`src/rtl/jt900h_bus_arb_pkg.sv`:
```
// Shared types for the JT900H RAM bus arbiter.
// State and owner codes plus bus widths.
package jt900h_bus_arb_pkg;

  localparam int AW = 24;
  localparam int DW = 16;
  localparam int CW = 3;

  typedef enum logic [1:0] {
    IDLE = 2'd0,
    ACC  = 2'd1,
    HALT = 2'd2
  } state_t;

  typedef enum logic {
    OWN_CPU = 1'b0,
    OWN_DMA = 1'b1
  } owner_t;

  typedef struct packed {
    logic [AW-1:0] addr;
    logic [DW-1:0] din;
    logic [1:0]    we;
  } acc_t;

endpackage

```
`src/rtl/jt900h_bus_arb_if.sv`:
```
// Requester, external-master and RAM pins of the bus arbiter.
// slave = arbiter side, master = requester/RAM side.
interface jt900h_bus_arb_if;
  import jt900h_bus_arb_pkg::*;

  logic          cpu_req;
  logic          cpu_lock;
  logic [AW-1:0] cpu_addr;
  logic [DW-1:0] cpu_din;
  logic [1:0]    cpu_we;
  logic          cpu_ack;
  logic [DW-1:0] cpu_dout;

  logic          dma_req;
  logic [AW-1:0] dma_addr;
  logic [DW-1:0] dma_din;
  logic [1:0]    dma_we;
  logic          dma_ack;
  logic [DW-1:0] dma_dout;

  logic          busrq;
  logic          busak;

  logic          ram_cs;
  logic [AW-1:0] ram_addr;
  logic [DW-1:0] ram_din;
  logic [1:0]    ram_we;
  logic [DW-1:0] ram_dout;

  modport slave (
    input  cpu_req, cpu_lock, cpu_addr,
    input  cpu_din, cpu_we,
    output cpu_ack, cpu_dout,
    input  dma_req, dma_addr,
    input  dma_din, dma_we,
    output dma_ack, dma_dout,
    input  busrq,
    output busak,
    output ram_cs, ram_addr, ram_din, ram_we,
    input  ram_dout
  );

  modport master (
    output cpu_req, cpu_lock, cpu_addr,
    output cpu_din, cpu_we,
    input  cpu_ack, cpu_dout,
    output dma_req, dma_addr,
    output dma_din, dma_we,
    input  dma_ack, dma_dout,
    output busrq,
    input  busak,
    input  ram_cs, ram_addr, ram_din, ram_we,
    output ram_dout
  );

endinterface

```
`src/rtl/jt900h_bus_arb_wait.sv`:
```
// Wait-state counter: loadable down-counter with zero flag.
// Advances only on cen; stops at zero.
module jt900h_bus_wait
  import jt900h_bus_arb_pkg::*;
(
  input  logic          clk,
  input  logic          rst,
  input  logic          cen,
  input  logic          load,
  input  logic [CW-1:0] val,
  output logic          zero
);

  logic [CW-1:0] cnt;

  always_ff @(posedge clk) begin
    if (rst) begin
      cnt <= '0;
    end else if (cen) begin
      if (load)
        cnt <= val;
      else if (cnt != '0)
        cnt <= cnt - 1'b1;
    end
  end

  assign zero = (cnt == '0);

endmodule

```
`src/rtl/jt900h_bus_arb.sv`:
```
// RAM bus arbiter: CPU vs micro-DMA, wait states,
// and bus release to an external master.
module jt900h_bus_arb
  import jt900h_bus_arb_pkg::*;
#(
  parameter int WAIT   = 0,
  parameter int STARVE = 4
) (
  input  logic            clk,
  input  logic            rst,
  input  logic            cen,
  jt900h_bus_arb_if.slave bus
);

  localparam logic [3:0] SMAX = 4'(STARVE);

  state_t     st, st_nx;
  owner_t     owner;
  logic [3:0] starve;
  logic       cpu_c, dma_c;
  logic       gnt_cpu, gnt_dma;
  logic       go_halt, done, zero;
  acc_t       cpu_a, dma_a, win;

  assign cpu_a = {bus.cpu_addr, bus.cpu_din, bus.cpu_we};
  assign dma_a = {bus.dma_addr, bus.dma_din, bus.dma_we};
  assign win   = gnt_dma ? dma_a : cpu_a;

  // A requester still showing its ack gets one period to drop req
  assign cpu_c = bus.cpu_req & ~bus.cpu_ack;
  assign dma_c = bus.dma_req & ~bus.dma_ack;

  jt900h_bus_wait u_wait (
    .clk  (clk),
    .rst  (rst),
    .cen  (cen),
    .load (gnt_cpu | gnt_dma),
    .val  (CW'(WAIT)),
    .zero (zero)
  );

  always_ff @(posedge clk) begin
    if (rst)
      st <= IDLE;
    else if (cen)
      st <= st_nx;
  end

  always_comb begin
    st_nx   = st;
    gnt_cpu = 1'b0;
    gnt_dma = 1'b0;
    go_halt = 1'b0;
    done    = 1'b0;
    unique case (st)
      IDLE: begin
        if (cpu_c && owner == OWN_CPU && bus.cpu_lock)
          gnt_cpu = 1'b1;
        else if (bus.busrq)
          go_halt = 1'b1;
        else if (cpu_c && starve == SMAX)
          gnt_cpu = 1'b1;
        else if (dma_c)
          gnt_dma = 1'b1;
        else if (cpu_c)
          gnt_cpu = 1'b1;
        if (gnt_cpu || gnt_dma)
          st_nx = ACC;
        else if (go_halt)
          st_nx = HALT;
      end
      ACC: begin
        if (zero) begin
          done  = 1'b1;
          st_nx = IDLE;
        end
      end
      HALT: begin
        if (!bus.busrq)
          st_nx = IDLE;
      end
      default: st_nx = IDLE;
    endcase
  end

  always_ff @(posedge clk) begin
    if (rst) begin
      owner        <= OWN_CPU;
      starve       <= '0;
      bus.cpu_ack  <= 1'b0;
      bus.cpu_dout <= '0;
      bus.dma_ack  <= 1'b0;
      bus.dma_dout <= '0;
      bus.busak    <= 1'b0;
      bus.ram_cs   <= 1'b0;
      bus.ram_addr <= '0;
      bus.ram_din  <= '0;
      bus.ram_we   <= '0;
    end else if (cen) begin
      bus.cpu_ack <= 1'b0;
      bus.dma_ack <= 1'b0;
      if (gnt_cpu || gnt_dma) begin
        owner        <= gnt_dma ? OWN_DMA : OWN_CPU;
        bus.ram_cs   <= 1'b1;
        bus.ram_addr <= win.addr;
        bus.ram_din  <= win.din;
        bus.ram_we   <= win.we;
      end
      if (go_halt) begin
        bus.busak    <= 1'b1;
        bus.ram_cs   <= 1'b0;
        bus.ram_addr <= '0;
        bus.ram_din  <= '0;
        bus.ram_we   <= '0;
      end
      if (st == HALT && !bus.busrq)
        bus.busak <= 1'b0;
      if (done) begin
        bus.ram_cs <= 1'b0;
        bus.ram_we <= '0;
        if (owner == OWN_DMA) begin
          bus.dma_dout <= bus.ram_dout;
          bus.dma_ack  <= 1'b1;
        end else begin
          bus.cpu_dout <= bus.ram_dout;
          bus.cpu_ack  <= 1'b1;
        end
      end
      if (!bus.cpu_req || gnt_cpu)
        starve <= '0;
      else if (gnt_dma && starve != SMAX)
        starve <= starve + 1'b1;
    end
  end

endmodule

```
`src/flat_wrapper.sv`:
```
// flat-port wrapper written by rule: the top's interface ports become plain ports
module jt900h_bus_arb_flat import jt900h_bus_arb_pkg::*;
#(
  parameter int WAIT   = 0,
  parameter int STARVE = 4
)
  (clk, rst, cen, bus_cpu_req, bus_cpu_lock, bus_cpu_addr, bus_cpu_din, bus_cpu_we, bus_cpu_ack, bus_cpu_dout, bus_dma_req, bus_dma_addr, bus_dma_din, bus_dma_we, bus_dma_ack, bus_dma_dout, bus_busrq, bus_busak, bus_ram_cs, bus_ram_addr, bus_ram_din, bus_ram_we, bus_ram_dout);
  jt900h_bus_arb_if bus_i ();
  input  logic clk;
  input  logic rst;
  input  logic cen;
  input wire logic [$bits(bus_i.cpu_req)-1:0] bus_cpu_req;
  input wire logic [$bits(bus_i.cpu_lock)-1:0] bus_cpu_lock;
  input wire logic [$bits(bus_i.cpu_addr)-1:0] bus_cpu_addr;
  input wire logic [$bits(bus_i.cpu_din)-1:0] bus_cpu_din;
  input wire logic [$bits(bus_i.cpu_we)-1:0] bus_cpu_we;
  output wire logic [$bits(bus_i.cpu_ack)-1:0] bus_cpu_ack;
  output wire logic [$bits(bus_i.cpu_dout)-1:0] bus_cpu_dout;
  input wire logic [$bits(bus_i.dma_req)-1:0] bus_dma_req;
  input wire logic [$bits(bus_i.dma_addr)-1:0] bus_dma_addr;
  input wire logic [$bits(bus_i.dma_din)-1:0] bus_dma_din;
  input wire logic [$bits(bus_i.dma_we)-1:0] bus_dma_we;
  output wire logic [$bits(bus_i.dma_ack)-1:0] bus_dma_ack;
  output wire logic [$bits(bus_i.dma_dout)-1:0] bus_dma_dout;
  input wire logic [$bits(bus_i.busrq)-1:0] bus_busrq;
  output wire logic [$bits(bus_i.busak)-1:0] bus_busak;
  output wire logic [$bits(bus_i.ram_cs)-1:0] bus_ram_cs;
  output wire logic [$bits(bus_i.ram_addr)-1:0] bus_ram_addr;
  output wire logic [$bits(bus_i.ram_din)-1:0] bus_ram_din;
  output wire logic [$bits(bus_i.ram_we)-1:0] bus_ram_we;
  input wire logic [$bits(bus_i.ram_dout)-1:0] bus_ram_dout;
  assign bus_i.cpu_req = bus_cpu_req;
  assign bus_i.cpu_lock = bus_cpu_lock;
  assign bus_i.cpu_addr = bus_cpu_addr;
  assign bus_i.cpu_din = bus_cpu_din;
  assign bus_i.cpu_we = bus_cpu_we;
  assign bus_cpu_ack = bus_i.cpu_ack;
  assign bus_cpu_dout = bus_i.cpu_dout;
  assign bus_i.dma_req = bus_dma_req;
  assign bus_i.dma_addr = bus_dma_addr;
  assign bus_i.dma_din = bus_dma_din;
  assign bus_i.dma_we = bus_dma_we;
  assign bus_dma_ack = bus_i.dma_ack;
  assign bus_dma_dout = bus_i.dma_dout;
  assign bus_i.busrq = bus_busrq;
  assign bus_busak = bus_i.busak;
  assign bus_ram_cs = bus_i.ram_cs;
  assign bus_ram_addr = bus_i.ram_addr;
  assign bus_ram_din = bus_i.ram_din;
  assign bus_ram_we = bus_i.ram_we;
  assign bus_i.ram_dout = bus_ram_dout;
  jt900h_bus_arb #(.WAIT(WAIT), .STARVE(STARVE)) u_core (.clk(clk), .rst(rst), .cen(cen), .bus(bus_i));
endmodule
```
`config.mk`:
```
export PLATFORM = sky130hd
export DESIGN_NAME = jt900h_bus_arb_flat
export DESIGN_NICKNAME = d
export VERILOG_FILES = /design/src/rtl/jt900h_bus_arb_pkg.sv /design/src/rtl/jt900h_bus_arb_if.sv /design/src/rtl/jt900h_bus_arb_wait.sv /design/src/rtl/jt900h_bus_arb.sv /design/src/flat_wrapper.sv
export SDC_FILE = /design/constraint.sdc
export NUM_CORES = 1
export LEC_CHECK = 0
export ABC_CLOCK_PERIOD_IN_PS = 3800
export BUFFER_PORTS_ARGS = -buffer_cell sky130_fd_sc_hd__buf_2
export CELL_PAD_IN_SITES_DETAIL_PLACEMENT = 1
export CELL_PAD_IN_SITES_GLOBAL_PLACEMENT = 2
export CORE_MARGIN = 4
export CORE_UTILIZATION = 27
export CTS_CLUSTER_SIZE = 12
export DETAILED_ROUTE_END_ITERATION = 8
export PLACE_DENSITY_LB_ADDON = 0.1
export SLEW_MARGIN = 25
export SYNTH_ARGS = -nofsm -noshare
export SYNTH_HDL_FRONTEND = slang
export SYNTH_SLANG_ARGS = --single-unit
```
`constraint.sdc`:
```
create_clock -name clk -period 3.8 [get_ports clk]
set_clock_uncertainty 0.05 [all_clocks]
set_input_delay 0.19 -clock clk [delete_from_list [all_inputs] [get_ports clk]]
set_output_delay 0.19 -clock clk [all_outputs]
set_load 0.05 [all_outputs]
```
Yosys cells after proc, flatten, opt, wreduce, memory -nomap -nowiden
Index checks and enable logic that the tools add are counted.
{"block": "totals", "ff_bits": 88, "latch_bits": 0, "ramBits": 0, "rom_bits": 0, "input_bits": 107, "out_inout_bits": 78, "wordCells": 101, "n_memories": 0}
{"block": "op_classes", "n_addsub": 2, "multipliers": 0, "div_mod_pow": 0, "order_cmp": 0, "eq_ne": 7, "n_shift": 0, "mux": 46, "bitwise_logic": 6, "reduce_logical": 27}
{"op": "24-bit two-way mux", "count": 2}
{"op": "42-bit two-way mux", "count": 1}
{"op": "16-bit two-way mux", "count": 2}
{"op": "1-bit two-way mux", "count": 29}
{"op": "2-bit two-way mux", "count": 7}
{"op": "2-bit AND reduction", "count": 6}
{"op": "4-bit two-way mux", "count": 2}
{"op": "2-bit nonzero test", "count": 4}
{"op": "3-bit two-way mux", "count": 2}
{"op": "2-bit one-hot mux with 3 select lines", "count": 1}
{"op": "3-bit AND reduction", "count": 2}
{"op": "3-bit nonzero test", "count": 2}
{"op": "1-bit logical AND", "count": 5}
{"op": "4-bit by 1-bit adder with 4-bit output, second input constant", "count": 1}
{"op": "4-bit by 3-bit == test with 1-bit output, second input constant", "count": 1}
{"op": "2-bit != test, second input constant", "count": 2}
{"op": "4-bit by 3-bit != test with 1-bit output, second input constant", "count": 1}
{"op": "4-bit AND reduction", "count": 1}
{"op": "3-bit zero test", "count": 1}
{"op": "1-bit logical OR", "count": 3}
{"op": "3-bit by 1-bit != test with 1-bit output, second input constant", "count": 1}
{"op": "1-bit NOT", "count": 3}
{"op": "3-bit by 1-bit subtractor with 3-bit output, second input constant", "count": 1}
{"op": "1-bit bitwise AND", "count": 2}
{"op": "other kinds (5)", "count": 6}

Longest topological paths before layout
Gate-level depths: netlist of run 1.
{"block": "logic_depth", "word_depth": 13, "ltp_mapped": 9, "mapped_depth_nobuf": 7}

Modules after synthesis
From an unflattened synthesis of run 1, not the netlist that was laid out.
{"block": "unflattened", "hier_cells": 433, "area_unflattened_um2": 3804.9}
{"module": "jt900h_bus_arb", "instances": 1, "cells_per_inst": 407, "area_each_um2": 3587.2, "seq_area_each_um2": 1701.6}
{"module": "jt900h_bus_wait", "instances": 1, "cells_per_inst": 26, "area_each_um2": 217.7, "seq_area_each_um2": 60.1}

Worst setup path before layout of run 1
OpenSTA, ideal clock, no wires.
{"block": "synth_timing", "kind": "reg2reg", "start": "register u_core.bus.cpu_ack", "end": "register u_core.starve[3]", "setup_time_ps": 120, "t_arrival_ps": 1916, "required_time_ps": 3630, "slack_ps": 1715, "stages_incl_launch_ff": 6, "n_path_buf": 0, "synth_period_minus_slack_ps": 2085, "cell_sequence": "dfxtp_1 -> and4bb_2 -> nor4_4 -> nand4_1 -> and3_1 -> a211o_1"}
{"block": "synth_via", "elab_chain_cells": 12, "word_cells_on_any_way": 22, "classes_between": "13 x mux; 2 x bitwise; 7 x reduce/logical"}
{"element": "start: declaration", "line": "jt900h_bus_arb_if.sv:33", "source": "output cpu_ack, cpu_dout,"}
{"element": "start signal: assignment", "line": "jt900h_bus_arb.sv:90", "source": "bus.cpu_ack <= 1'b0;"}
{"element": "start signal: assignment", "line": "jt900h_bus_arb.sv:100", "source": "bus.cpu_ack <= 1'b0;"}
{"element": "start signal: assignment", "line": "jt900h_bus_arb.sv:126", "source": "bus.cpu_ack <= 1'b1;"}
{"element": "1-bit NOT (*)", "line": "jt900h_bus_arb.sv:30", "source": "assign cpu_c = bus.cpu_req & ~bus.cpu_ack;"}
{"element": "1-bit bitwise AND (*)", "line": "jt900h_bus_arb.sv:30"}
{"element": "1-bit two-way mux", "line": "jt900h_bus_arb.sv:65", "source": "else if (cpu_c)"}
{"element": "1-bit two-way mux", "line": "jt900h_bus_arb.sv:63", "source": "else if (dma_c)"}
{"element": "1-bit two-way mux", "line": "jt900h_bus_arb.sv:61", "source": "else if (cpu_c && starve == SMAX)"}
{"element": "1-bit two-way mux", "line": "jt900h_bus_arb.sv:59", "source": "else if (bus.busrq)"}
{"element": "1-bit two-way mux", "line": "jt900h_bus_arb.sv:57", "source": "if (cpu_c && owner == OWN_CPU && bus.cpu_lock)"}
{"element": "1-bit two-way mux (2 in a row)", "line": "jt900h_bus_arb.sv:55", "source": "unique case (st)"}
{"element": "1-bit logical OR", "line": "jt900h_bus_arb.sv:129", "source": "if (!bus.cpu_req || gnt_cpu)"}
{"element": "2-bit nonzero test (no source line)"}
{"element": "2-bit AND reduction (no source line)"}
{"element": "end signal: assignment", "line": "jt900h_bus_arb.sv:132", "source": "starve <= starve + 1'b1;"}
{"element": "end: declaration", "line": "jt900h_bus_arb.sv:19", "source": "logic [3:0] starve;"}
Mark *: on every way between the ends. The rest lies on a longest branch, timed or not. The select of a mux whose other input is x is not followed.
A chain may end at the register's enable or synchronous reset.

Final worst setup path of run 1
{"block": "layout_timing", "start": "register u_core.st[1]", "end": "register u_core.bus.ram_we[0]"}
{"block": "layout_via", "elab_chain_cells": 6, "word_cells_on_any_way": 13, "classes_between": "1 x eq/ne; 8 x mux; 4 x reduce/logical"}
{"element": "start: declaration", "line": "jt900h_bus_arb.sv:17", "source": "state_t st, st_nx;"}
{"element": "start signal: assignment", "line": "jt900h_bus_arb.sv:46", "source": "st <= st_nx;"}
{"element": "2-bit zero test", "line": "jt900h_bus_arb.sv:55"}
{"element": "1-bit two-way mux", "line": "jt900h_bus_arb.sv:55"}
{"element": "42-bit two-way mux", "line": "jt900h_bus_arb.sv:27", "source": "assign win = gnt_dma ? dma_a : cpu_a;"}
{"element": "2-bit two-way mux", "line": "jt900h_bus_arb.sv:102", "source": "if (gnt_cpu || gnt_dma) begin"}
{"element": "2-bit two-way mux", "line": "jt900h_bus_arb.sv:109", "source": "if (go_halt) begin"}
{"element": "2-bit two-way mux", "line": "jt900h_bus_arb.sv:118", "source": "if (done) begin"}
{"element": "end signal: assignment", "line": "jt900h_bus_arb.sv:107", "source": "bus.ram_we <= win.we;"}
{"element": "end: declaration", "line": "jt900h_bus_arb_if.sv:39", "source": "output ram_cs, ram_addr, ram_din, ram_we,"}
Several ways; a longest one is shown, not always the timed one. The select of a mux whose other input is x is not followed.

==> reports/metrics.cfg, run 1 <==
[cts]
clock_sinks=88
post_cts_buffers=0
cts_buffer_depth=2
htreeDepth=3
hold_buffers=0
path_clk_slew_ps=60
cts_buffers=9
clock_latency_ps=340
root_buffer=clkbuf_16
cts_resized=0
cts_tree=yes

[finish]
nNetsFinal=707
fin_util=0.3804
drive_gt1_frac=0.3550
area_growth_pct=37.14
fin_cells=777
design_area_mm2=0.005077
layout_common_cells=184 x buf_2, 97 x nand2_1, 88 x dfxtp_1, 44 x a21oi_1, 42 x mux2i_1
final_common_cell=buf_2

[yosys]
ys_seq_area_frac=0.4758
synth_ff_type=dfxtp_1
avgSynthCellArea_um2=8.732
ys_seq_elements=88
syn-num-nets=535
syn_area_mm2=0.003702
syn_inst=424
yosysUniqueCellTypes=39
synth_area_leaders=dfxtp_1 48%, mux2i_1 11%, nand2_1 9.8%
yosys.area.top_type_share=0.4758
synth_edf_count=0
ys_warn_count=0
yosys.area.top_type=dfxtp_1
synthArstFlopShare=0

[detailed_routing]
drc=0
drt_iter0_markers=190
ant_nets=0
first_pass_iters=4
num_vias=3577
viasPerCell=4.604
wl_um=11790
wl_per_cell_um=15.18

[setup_path]
critPathMaxStageDelay_ps=630
worstPathRequired_ps=3930
regToRegSetupSlack_ps=1280
worst_ep_arrival_time_ps=2650
r2r-start=u_core.st[1]$_SDFFE_PP0P_
path_buf_inv=1
path_cells=or4b_4, nor4_4, buf_4, mux2i_1, a211oi_1
path_class=flop to flop
cp_slowest_cell=buf_4
worst_r2r_path_depth=5
cp_max_fo=43
end_kind=flop
crit_family=simple AND/OR/NAND/NOR gates
timing.rr.end=u_core.bus.ram_we[0]$_SDFFE_PP0P_
worst_setup_path_start_kind=flop

[timing]
rsz0062_at_grt=no
slew_viol_final=0
worst_slack_ps=1282
hold_viol=0
relSlewSlack=0.3665
period_minus_slack_ps=2518
fin_crit_sh=0.6626
hold_slack_ps=47.08
tightest_slew_ps=950.2
finalSetupViolations=0
achievable-frequency_mhz=397.2
tns_ps=0

[floorplanning]
dieHeight_um=125.1
die-area_mm2=0.01565
ios=185
die-width_um=125.1
core_area_mm2=0.01335
initial_core_util=0.2774
num_rows=42

[placed_design]
pre_cts_ws_ps=1308
place_hpwl_um=8811
io_buffers=184
routabilityCongestion=0.7203
postPlaceCellArea_mm2=0.004757
dp.cells=761

[grt]
grt_pass1_wl_um=19130
globalRouteOverflowTotal=0
antenna_found_initial=2
grt_usage=0.1518
grt_pass1_vias=3673
grt_max_degree=49

[pwr]
swShare=0.2796
p_switching_mw=0.6496
leakagePower_nw=2.234
power_mw=2.324
ir_drop_mv=0.2459
power_density_mw_per_mm2=457.7
p_comb_frac=0.165
p_int_mw=1.674
sequentialPowerShare=0.422
pwr-share-clk=0.413

[status]
status=complete, no violations

[worst_hold_path]
hp-start=bus_ram_dout[11]
worstHoldPathType=primary input to flop
holdPathEnd=u_core.bus.cpu_dout[11]$_SDFFE_PP0P_
hold_path_depth=3

[job]
max-cap-violations=0

synthesized netlist by cell type (2+ instances only):
| library cell | count |
|---|---|
| nand2_1 | 97 |
| dfxtp_1 | 88 |
| a21oi_1 | 45 |
| mux2i_1 | 42 |
| o21ai_1 | 39 |
| clkbuf_1 | 22 |
| nand3_1 | 17 |
| nand2b_1 | 10 |
| o21ai_0 | 8 |
| nor2_1 | 7 |
| inv_1 | 5 |
| buf_8 | 4 |
| ha_1 | 4 |
| a211oi_1 | 3 |
| nand4_1 | 3 |
| nor3_1 | 3 |
| and4b_1 | 2 |
| buf_6 | 2 |
| nor4_1 | 2 |
| nor4_4 | 2 |
worst max path at each step:
stage                                         start                                 end  slack [ps]  cells after the start
floorplan           u_core.bus.cpu_ack$_SDFFE_PP0P_       u_core.starve[3]$_SDFFE_PP0P_        1710                      5
detailed placement        u_core.st[1]$_SDFFE_PP0P_   u_core.bus.ram_we[0]$_SDFFE_PP0P_        1310                      5
finish                    u_core.st[1]$_SDFFE_PP0P_   u_core.bus.ram_we[0]$_SDFFE_PP0P_        1280                      5
CTS                       u_core.st[1]$_SDFFE_PP0P_   u_core.bus.ram_we[0]$_SDFFE_PP0P_        1280                      5
global placement          u_core.st[1]$_SDFFE_PP0P_   u_core.bus.ram_we[0]$_SDFFE_PP0P_        1350                      5
global route              u_core.st[0]$_SDFFE_PP0P_  u_core.bus.ram_din[3]$_SDFFE_PP0P_        1120                      6
final cells by class:
| type | instances | area [µm²] |
|---|---|---|
| multi-input cells | 302 | 1770 |
| clock inverters | 5 | 78.83 |
| fillers | 1650 | 8270 |
| flip-flops and latches | 88 | 1762 |
| well taps | 176 | 220.2 |
| repair buffers | 190 | 985.9 |
| inverters | 5 | 18.77 |
| clock buffers | 10 | 239.0 |
| diodes | 1 | 2.502 |
cell families (layout without fill, tap and decap cells):
family                   Yosys count  in the layout  share of synthesized area
XOR/XNOR                           1              1                   0.002366
flip-flops                        88             88                     0.4758
buffers and inverters             34            210                    0.05069
adder cells (fa/ha/maj)            4              4                    0.01352
other                              0              1                          0
multiplexers                      42             42                     0.1136
AO/OA/AOI/OAI                    101            101                     0.1426
AND/OR/NAND/NOR                  154            154                     0.2014
worst register-to-register path: stages, from the launching register on:
cell and delay (ps):
dfxtp_1 400, or4b_4 620, nor4_4 230, buf_4 630, mux2i_1 330, a211oi_1 100
state kept, by name, summed over array words and instances, names as in the netlist:
name                 cells
u_core.bus.ram_addr     24
u_core.bus.cpu_dout     16
u_core.bus.dma_dout     16
u_core.bus.ram_din      16
u_core.starve            4
u_core.u_wait.cnt        3
u_core.bus.ram_we        2
u_core.st                2
u_core.bus.busak         1
u_core.bus.cpu_ack       1
u_core.bus.dma_ack       1
u_core.bus.ram_cs        1
u_core.owner             1
layer usage:
layer  GRT usage  wire [µm]
met5           0          7
met4     0.04018        158
met2      0.2607       5804
met3     0.06354        890
met1      0.1746       4934
power by group through the flow:
| stage | Sequential, mW | Clock [mW] | Combinational, mW |
|---|---|---|---|
| after floorplan | 1.12 | 0 | 0.141 |
| after global placement | 1.00 | 0 | 0.380 |
| after detailed placement | 1.00 | 0 | 0.391 |
| after CTS | 0.981 | 0.999 | 0.392 |
| after global routing | 0.985 | 1.03 | 0.417 |
| final | 0.980 | 0.960 | 0.384 |
No activity file was read; power rests on OpenSTA's default activity.
==> run 2: changes to the inputs <==
--- a/config.mk
+++ b/config.mk
@@ -5,12 +5,12 @@
 export SDC_FILE = /design/constraint.sdc
 export NUM_CORES = 1
 export LEC_CHECK = 0
-export ABC_CLOCK_PERIOD_IN_PS = 3800
+export ABC_CLOCK_PERIOD_IN_PS = 2300
 export BUFFER_PORTS_ARGS = -buffer_cell sky130_fd_sc_hd__buf_2
 export CELL_PAD_IN_SITES_DETAIL_PLACEMENT = 1
 export CELL_PAD_IN_SITES_GLOBAL_PLACEMENT = 2
 export CORE_MARGIN = 4
-export CORE_UTILIZATION = 27
+export CORE_UTILIZATION = 22
 export CTS_CLUSTER_SIZE = 12
 export DETAILED_ROUTE_END_ITERATION = 8
 export PLACE_DENSITY_LB_ADDON = 0.1
==> constraint.sdc (replaced) <==
create_clock -name clk -period 2.3 [get_ports clk]
set_clock_uncertainty 0.05 [all_clocks]
set_input_delay 0.115 -clock clk [delete_from_list [all_inputs] [get_ports clk]]
set_output_delay 0.115 -clock clk [all_outputs]
set_load 0.05 [all_outputs]
==> reports/metrics.cfg, run 2 (synthesized netlist as in run 1, its figures left out) <==
[finish]
fin_cells=923  ; +19%
area_growth_pct=64.01
nNetsFinal=805  ; +14%
final_common_cell=buf_2
layout_common_cells=184 x buf_2, 97 x nand2_1, 93 x dlygate4sd3_1, 88 x dfxtp_1, 44 x a21oi_1
design_area_mm2=0.006072  ; +20%
drive_gt1_frac=0.3104  ; -0.04456
largest_reg_flops=24  ; unchanged
top_register=u_core.bus.ram_addr

[floorplanning]
num_rows=47  ; +12%
ios=185  ; unchanged
core_area_mm2=0.01652  ; +24%
die-area_mm2=0.01897  ; +21%
die-width_um=137.7  ; +10%
initial_core_util=0.2240  ; -0.05332
dieHeight_um=137.7  ; +10%

[setup_path]
end_kind=flop
worstPathRequired_ps=2460  ; -1470 ps
worst_ep_arrival_time_ps=2230  ; -420 ps
cp_max_fo=43  ; unchanged
worst_setup_path_start_kind=flop
path_class=flop to flop
regToRegSetupSlack_ps=230  ; -1050 ps

[placed_design]
routabilityCongestion=0.7152  ; -0.71%
place_hpwl_um=9097  ; +3.2%
postPlaceCellArea_mm2=0.004855  ; +2.1%
dp.cells=810  ; +6.4%
io_buffers=184  ; unchanged

[detailed_routing]
drc=0  ; unchanged
ant_nets=0  ; unchanged
first_pass_iters=4  ; unchanged
wl_um=13640  ; +16%
drt_iter0_markers=149  ; -22%
wl_per_cell_um=14.77  ; -2.7%
viasPerCell=4.334  ; -5.9%
num_vias=4000  ; +12%

[grt]
grt_usage=0.1417  ; -0.01009
globalRouteOverflowTotal=0  ; unchanged
grt_max_degree=44  ; -10%
grt_pass1_vias=4159  ; +13%
antenna_found_initial=0  ; -2
grt_pass1_wl_um=20910  ; +9.3%

[cts]
cts_tree=yes
clock_latency_ps=340  ; about the same
hold_buffers=93  ; +93
path_clk_slew_ps=60  ; about the same
cts_resized=0  ; unchanged
post_cts_buffers=0  ; unchanged
root_buffer=clkbuf_16
htreeDepth=3  ; unchanged
clock_sinks=88  ; unchanged
cts_buffer_depth=2  ; unchanged
cts_buffers=9  ; unchanged

[timing]
achievable-frequency_mhz=482.6  ; +22%
rsz0062_at_grt=no
hold_viol=0  ; unchanged
tns_ps=0  ; unchanged
tightest_slew_ps=487.8  ; -462.4 ps
relSlewSlack=0.6748  ; +0.3083
hold_slack_ps=16.42  ; -30.66 ps
slew_viol_final=0  ; unchanged
finalSetupViolations=0  ; unchanged
fin_crit_sh=0.9009  ; +0.2383
period_minus_slack_ps=2072  ; -445.8 ps

[pwr]
power_density_mw_per_mm2=621.8  ; +36%
power_mw=3.775  ; +62%
pwr-share-clk=0.367  ; -0.046
p_comb_frac=0.205  ; +0.040
swShare=0.2956  ; +0.01606
sequentialPowerShare=0.428  ; +0.006
p_switching_mw=1.116  ; +72%
leakagePower_nw=2.610  ; +17%
ir_drop_mv=0.3287  ; +34%
p_int_mw=2.659  ; +59%

[worst_hold_path]
worstHoldPathType=primary input to flop

[status]
status=complete, no violations

[job]
max-cap-violations=0  ; unchanged

[run 2: cell count changes in the layout (fill, tap and decap cells not counted), sizes merged]
cell,previous run,this run
dlygate4sd3,0,93
clkinv,2,0
buf,190,195
clkbuf,10,12
bufinv,2,0
inv,6,5
clkinvlp,0,4
diode,1,4
[run 2: final timing paths]
kind,from,to,depth (start not counted)
max,u_core.starve[0]$_SDFFE_PP0P_,u_core.bus.ram_we[0]$_SDFFE_PP0P_,8
max reg2reg,u_core.starve[0]$_SDFFE_PP0P_,u_core.bus.ram_we[0]$_SDFFE_PP0P_,8
min reg2reg,u_core.bus.ram_addr[3]$_SDFFE_PP0P_,u_core.bus.ram_addr[3]$_SDFFE_PP0P_,2
min,bus_cpu_din[2],u_core.bus.ram_din[2]$_SDFFE_PP0P_,3
[run 2: cell type report]
class,instances,area [µm²]
Clock inverter,4,30.03
Clock buffer,12,246.5
Sequential cell,88,1762
Timing Repair Buffer,288,1959
Tap cell,220,275.3
Multi-Input combinational cell,302,1770
Antenna cell,4,10.01
Inverter,5,18.77
Fill cell,1961,10450
[run 2: critical path, cell delays in order (launching register included)]
cell      delay [ps]
dfxtp_1          360
inv_1             90
ha_1             190
and3b_1          210
nor2b_1          160
nor4_4           190
buf_12           340
mux2i_1          230
a211oi_1          80
[run 2: power groups by stage]
| stage | logic, mW | registers (mW) | clock network [mW] |
|---|---|---|---|
| floorplan | 0.232 | 1.85 | 0 |
| global placement | 0.654 | 1.65 | 0 |
| detailed placement | 0.658 | 1.65 | 0 |
| CTS | 0.782 | 1.62 | 1.46 |
| global route | 0.836 | 1.62 | 1.51 |
| finish | 0.774 | 1.62 | 1.39 |
[run 2: metal layers]
| metal | share of wire | wire length (µm) | up-vias | track usage |
|---|---|---|---|---|
| li1 | - | - | 1999 | - |
| met1 | 0.41 | 5639 | 1869 | 0.1637 |
| met2 | 0.49 | 6726 | 115 | 0.2421 |
| met3 | 0.073 | 998 | 17 | 0.04127 |
| met4 | 0.020 | 270 | 0 | 0.06312 |
| met5 | 0 | 0 | - | 0 |
[run 2: per-stage QoR]
step                        util  setup slack (ps)
after global placement    0.2938             292.8
after CTS                 0.3669             210.4
after global routing      0.3669             30.28
after detailed placement  0.2938             225.2
final                     0.3675             227.9
after floorplan                -             214.8
==> run 3: changes to the inputs <==
--- a/config.mk
+++ b/config.mk
@@ -10,7 +10,8 @@
 export CELL_PAD_IN_SITES_DETAIL_PLACEMENT = 1
 export CELL_PAD_IN_SITES_GLOBAL_PLACEMENT = 2
 export CORE_MARGIN = 4
-export CORE_UTILIZATION = 22
+export CORE_UTILIZATION = 23
+export CTS_BUF_LIST = sky130_fd_sc_hd__clkbuf_4
 export CTS_CLUSTER_SIZE = 12
 export DETAILED_ROUTE_END_ITERATION = 8
 export PLACE_DENSITY_LB_ADDON = 0.1
==> reports/metrics.cfg, run 3 (synthesized netlist as in run 1, its figures left out) <==
[status]
status=complete, no violations

[detailed_routing]
drt_iter0_markers=64  ; -57%
wl_um=13650  ; +0.14%
num_vias=4028  ; +0.70%
wl_per_cell_um=14.79  ; +0.14%
ant_nets=0  ; unchanged
viasPerCell=4.364  ; +0.70%
first_pass_iters=4  ; unchanged
drc=0  ; unchanged

[timing]
fin_crit_sh=0.9314  ; +0.03050
hold_viol=0  ; unchanged
rsz0062_at_grt=yes
finalSetupViolations=0  ; unchanged
slew_viol_final=0  ; unchanged
achievable-frequency_mhz=466.8  ; -3.3%
period_minus_slack_ps=2142  ; +70.14 ps
tns_ps=0  ; unchanged
relSlewSlack=0.5072  ; -0.1676
tightest_slew_ps=739.2  ; +251.4 ps
worst_slack_ps=157.8  ; -70.14 ps

[floorplanning]
core_area_mm2=0.01583  ; -4.2%
num_rows=46  ; -2.1%
initial_core_util=0.2339  ; +0.009865
dieHeight_um=134.9  ; -2.1%
die-area_mm2=0.01819  ; -4.1%
ios=185  ; unchanged
die-width_um=134.9  ; -2.1%

[cts]
htreeDepth=3  ; unchanged
clock_sinks=88  ; unchanged
root_buffer=clkbuf_4
cts_tree=yes
post_cts_buffers=0  ; unchanged
path_clk_slew_ps=140  ; +80 ps
cts_buffers=9  ; unchanged
cts_buffer_depth=2  ; unchanged
clock_latency_ps=440  ; +100 ps
cts_resized=0  ; unchanged

[setup_path]
worst_setup_path_start_kind=flop
end_kind=flop
worst_ep_arrival_time_ps=2420  ; +190 ps
path_class=flop to flop
cp_max_fo=43  ; unchanged
worstPathRequired_ps=2580  ; +120 ps
worst_r2r_path_depth=8  ; unchanged

[pwr]
power_density_mw_per_mm2=582.8  ; -6.3%
leakagePower_nw=2.610  ; about the same
ir_drop_mv=0.2086  ; -37%

[placed_design]
dp.cells=804  ; -0.74%
io_buffers=184  ; unchanged
pre_cts_ws_ps=171.4  ; -53.88 ps
routabilityCongestion=0.7187  ; +0.49%
place_hpwl_um=9271  ; +1.9%

[finish]
final_common_cell=buf_2
top_register=u_core.bus.ram_addr
n_antenna_cell=0  ; -4
fin_cells=923  ; unchanged
largest_reg_flops=24  ; unchanged
area_growth_pct=63.13
nNetsFinal=813  ; +0.99%
drive_gt1_frac=0.3069  ; -0.003513
fill_cells=1857  ; -5.3%
regArea_mm2=0.001762  ; unchanged
multiInputGateArea_mm2=0.001770  ; unchanged
layout_common_cells=184 x buf_2, 103 x dlygate4sd3_1, 97 x nand2_1, 88 x dfxtp_1, 44 x a21oi_1

[worst_hold_path]
worstHoldPathType=primary input to flop
hold_path_depth=4  ; +1

[grt]
grt_pass1_wl_um=21430  ; +2.5%
busiest_layer=met2
gr-usage-met2=0.2601  ; +0.01801
grt_max_degree=44  ; unchanged
antenna_found_initial=0  ; unchanged
met1_usage=0.1683  ; +0.004596
grt_usage=0.1477  ; +0.006023
globalRouteOverflowTotal=0  ; unchanged
grtUsageMet3=0.04732  ; +0.006046
grt_pass1_vias=4237  ; +1.9%

[job]
max-cap-violations=0  ; unchanged

==> run 3: through the flow <==
| stage | cell area (µm²) | utilization | power (mW) | hold WS (ps) |
|---|---|---|---|---|
| after floorplan | 3702 | - | 2.080 | 201.0 |
| after global placement | 4822 | 0.3047 | 2.297 | 322.6 |
| after detailed placement | 4822 | 0.3047 | 2.305 | 332.1 |
| after CTS | 6040 | 0.3816 | 3.598 | 95.11 |
| after global routing | 6040 | 0.3816 | 3.716 | 157.5 |
| final | 6040 | 0.3816 | 3.520 | 131.3 |
==> run 3: critical path: stages, from the launching register on <==
cell and delay [ps]:
dfxtp_1 390, inv_1 90, ha_1 200, and3b_1 220
nor2b_1 170, nor4_4 200, buf_12 340, mux2i_1 280
o21ai_1 80
==> run 3: report_power, final <==
| part | internal (mW) | switching [mW] | total (mW) |
|---|---|---|---|
| registers | 1.59 | 0.0318 | 1.62 |
| clock network | 0.551 | 0.566 | 1.12 |
| logic | 0.320 | 0.465 | 0.785 |
| total | 2.46 | 1.06 | 3.52 |
==> run 3: worst paths after layout <==
| path | end | start | slack (ps) |
|---|---|---|---|
| setup / recovery | u_core.bus.ram_din[12]$_SDFFE_PP0P_ | u_core.starve[0]$_SDFFE_PP0P_ | 160 |
| hold / removal | u_core.st[1]$_SDFFE_PP0P_ | bus_cpu_lock | 130 |
| setup reg to reg | u_core.bus.ram_din[12]$_SDFFE_PP0P_ | u_core.starve[0]$_SDFFE_PP0P_ | 160 |
| hold reg to reg | u_core.bus.ram_addr[21]$_SDFFE_PP0P_ | u_core.bus.ram_addr[21]$_SDFFE_PP0P_ | 400 |
==> run 3: layout make-up <==
cell class                      instances  area share
Clock buffer                            9     0.01119
Tap cell                              216     0.04475
Timing Repair Buffer                  296      0.3364
Sequential cell                        88      0.2917
Inverter                                5    0.003108
Multi-Input combinational cell        302      0.2931
Clock inverter                          7     0.01968
==> run 3: timing repair <==
| item | 4_1_cts | 5_1_grt |
|---|---|---|
| endpoints found under the hold margin | 77 | 0 |
| endpoints found under the setup margin | 0 | 1 |
| hold buffers | 103 | 0 |
==> run 3: routing by layer <==
metal / vias to the layer above / wire length [µm]
li1: 2018 / -
met3: 20 / 980
met5: - / 0
met2: 124 / 6760
met4: 0 / 332
met1: 1866 / 5580
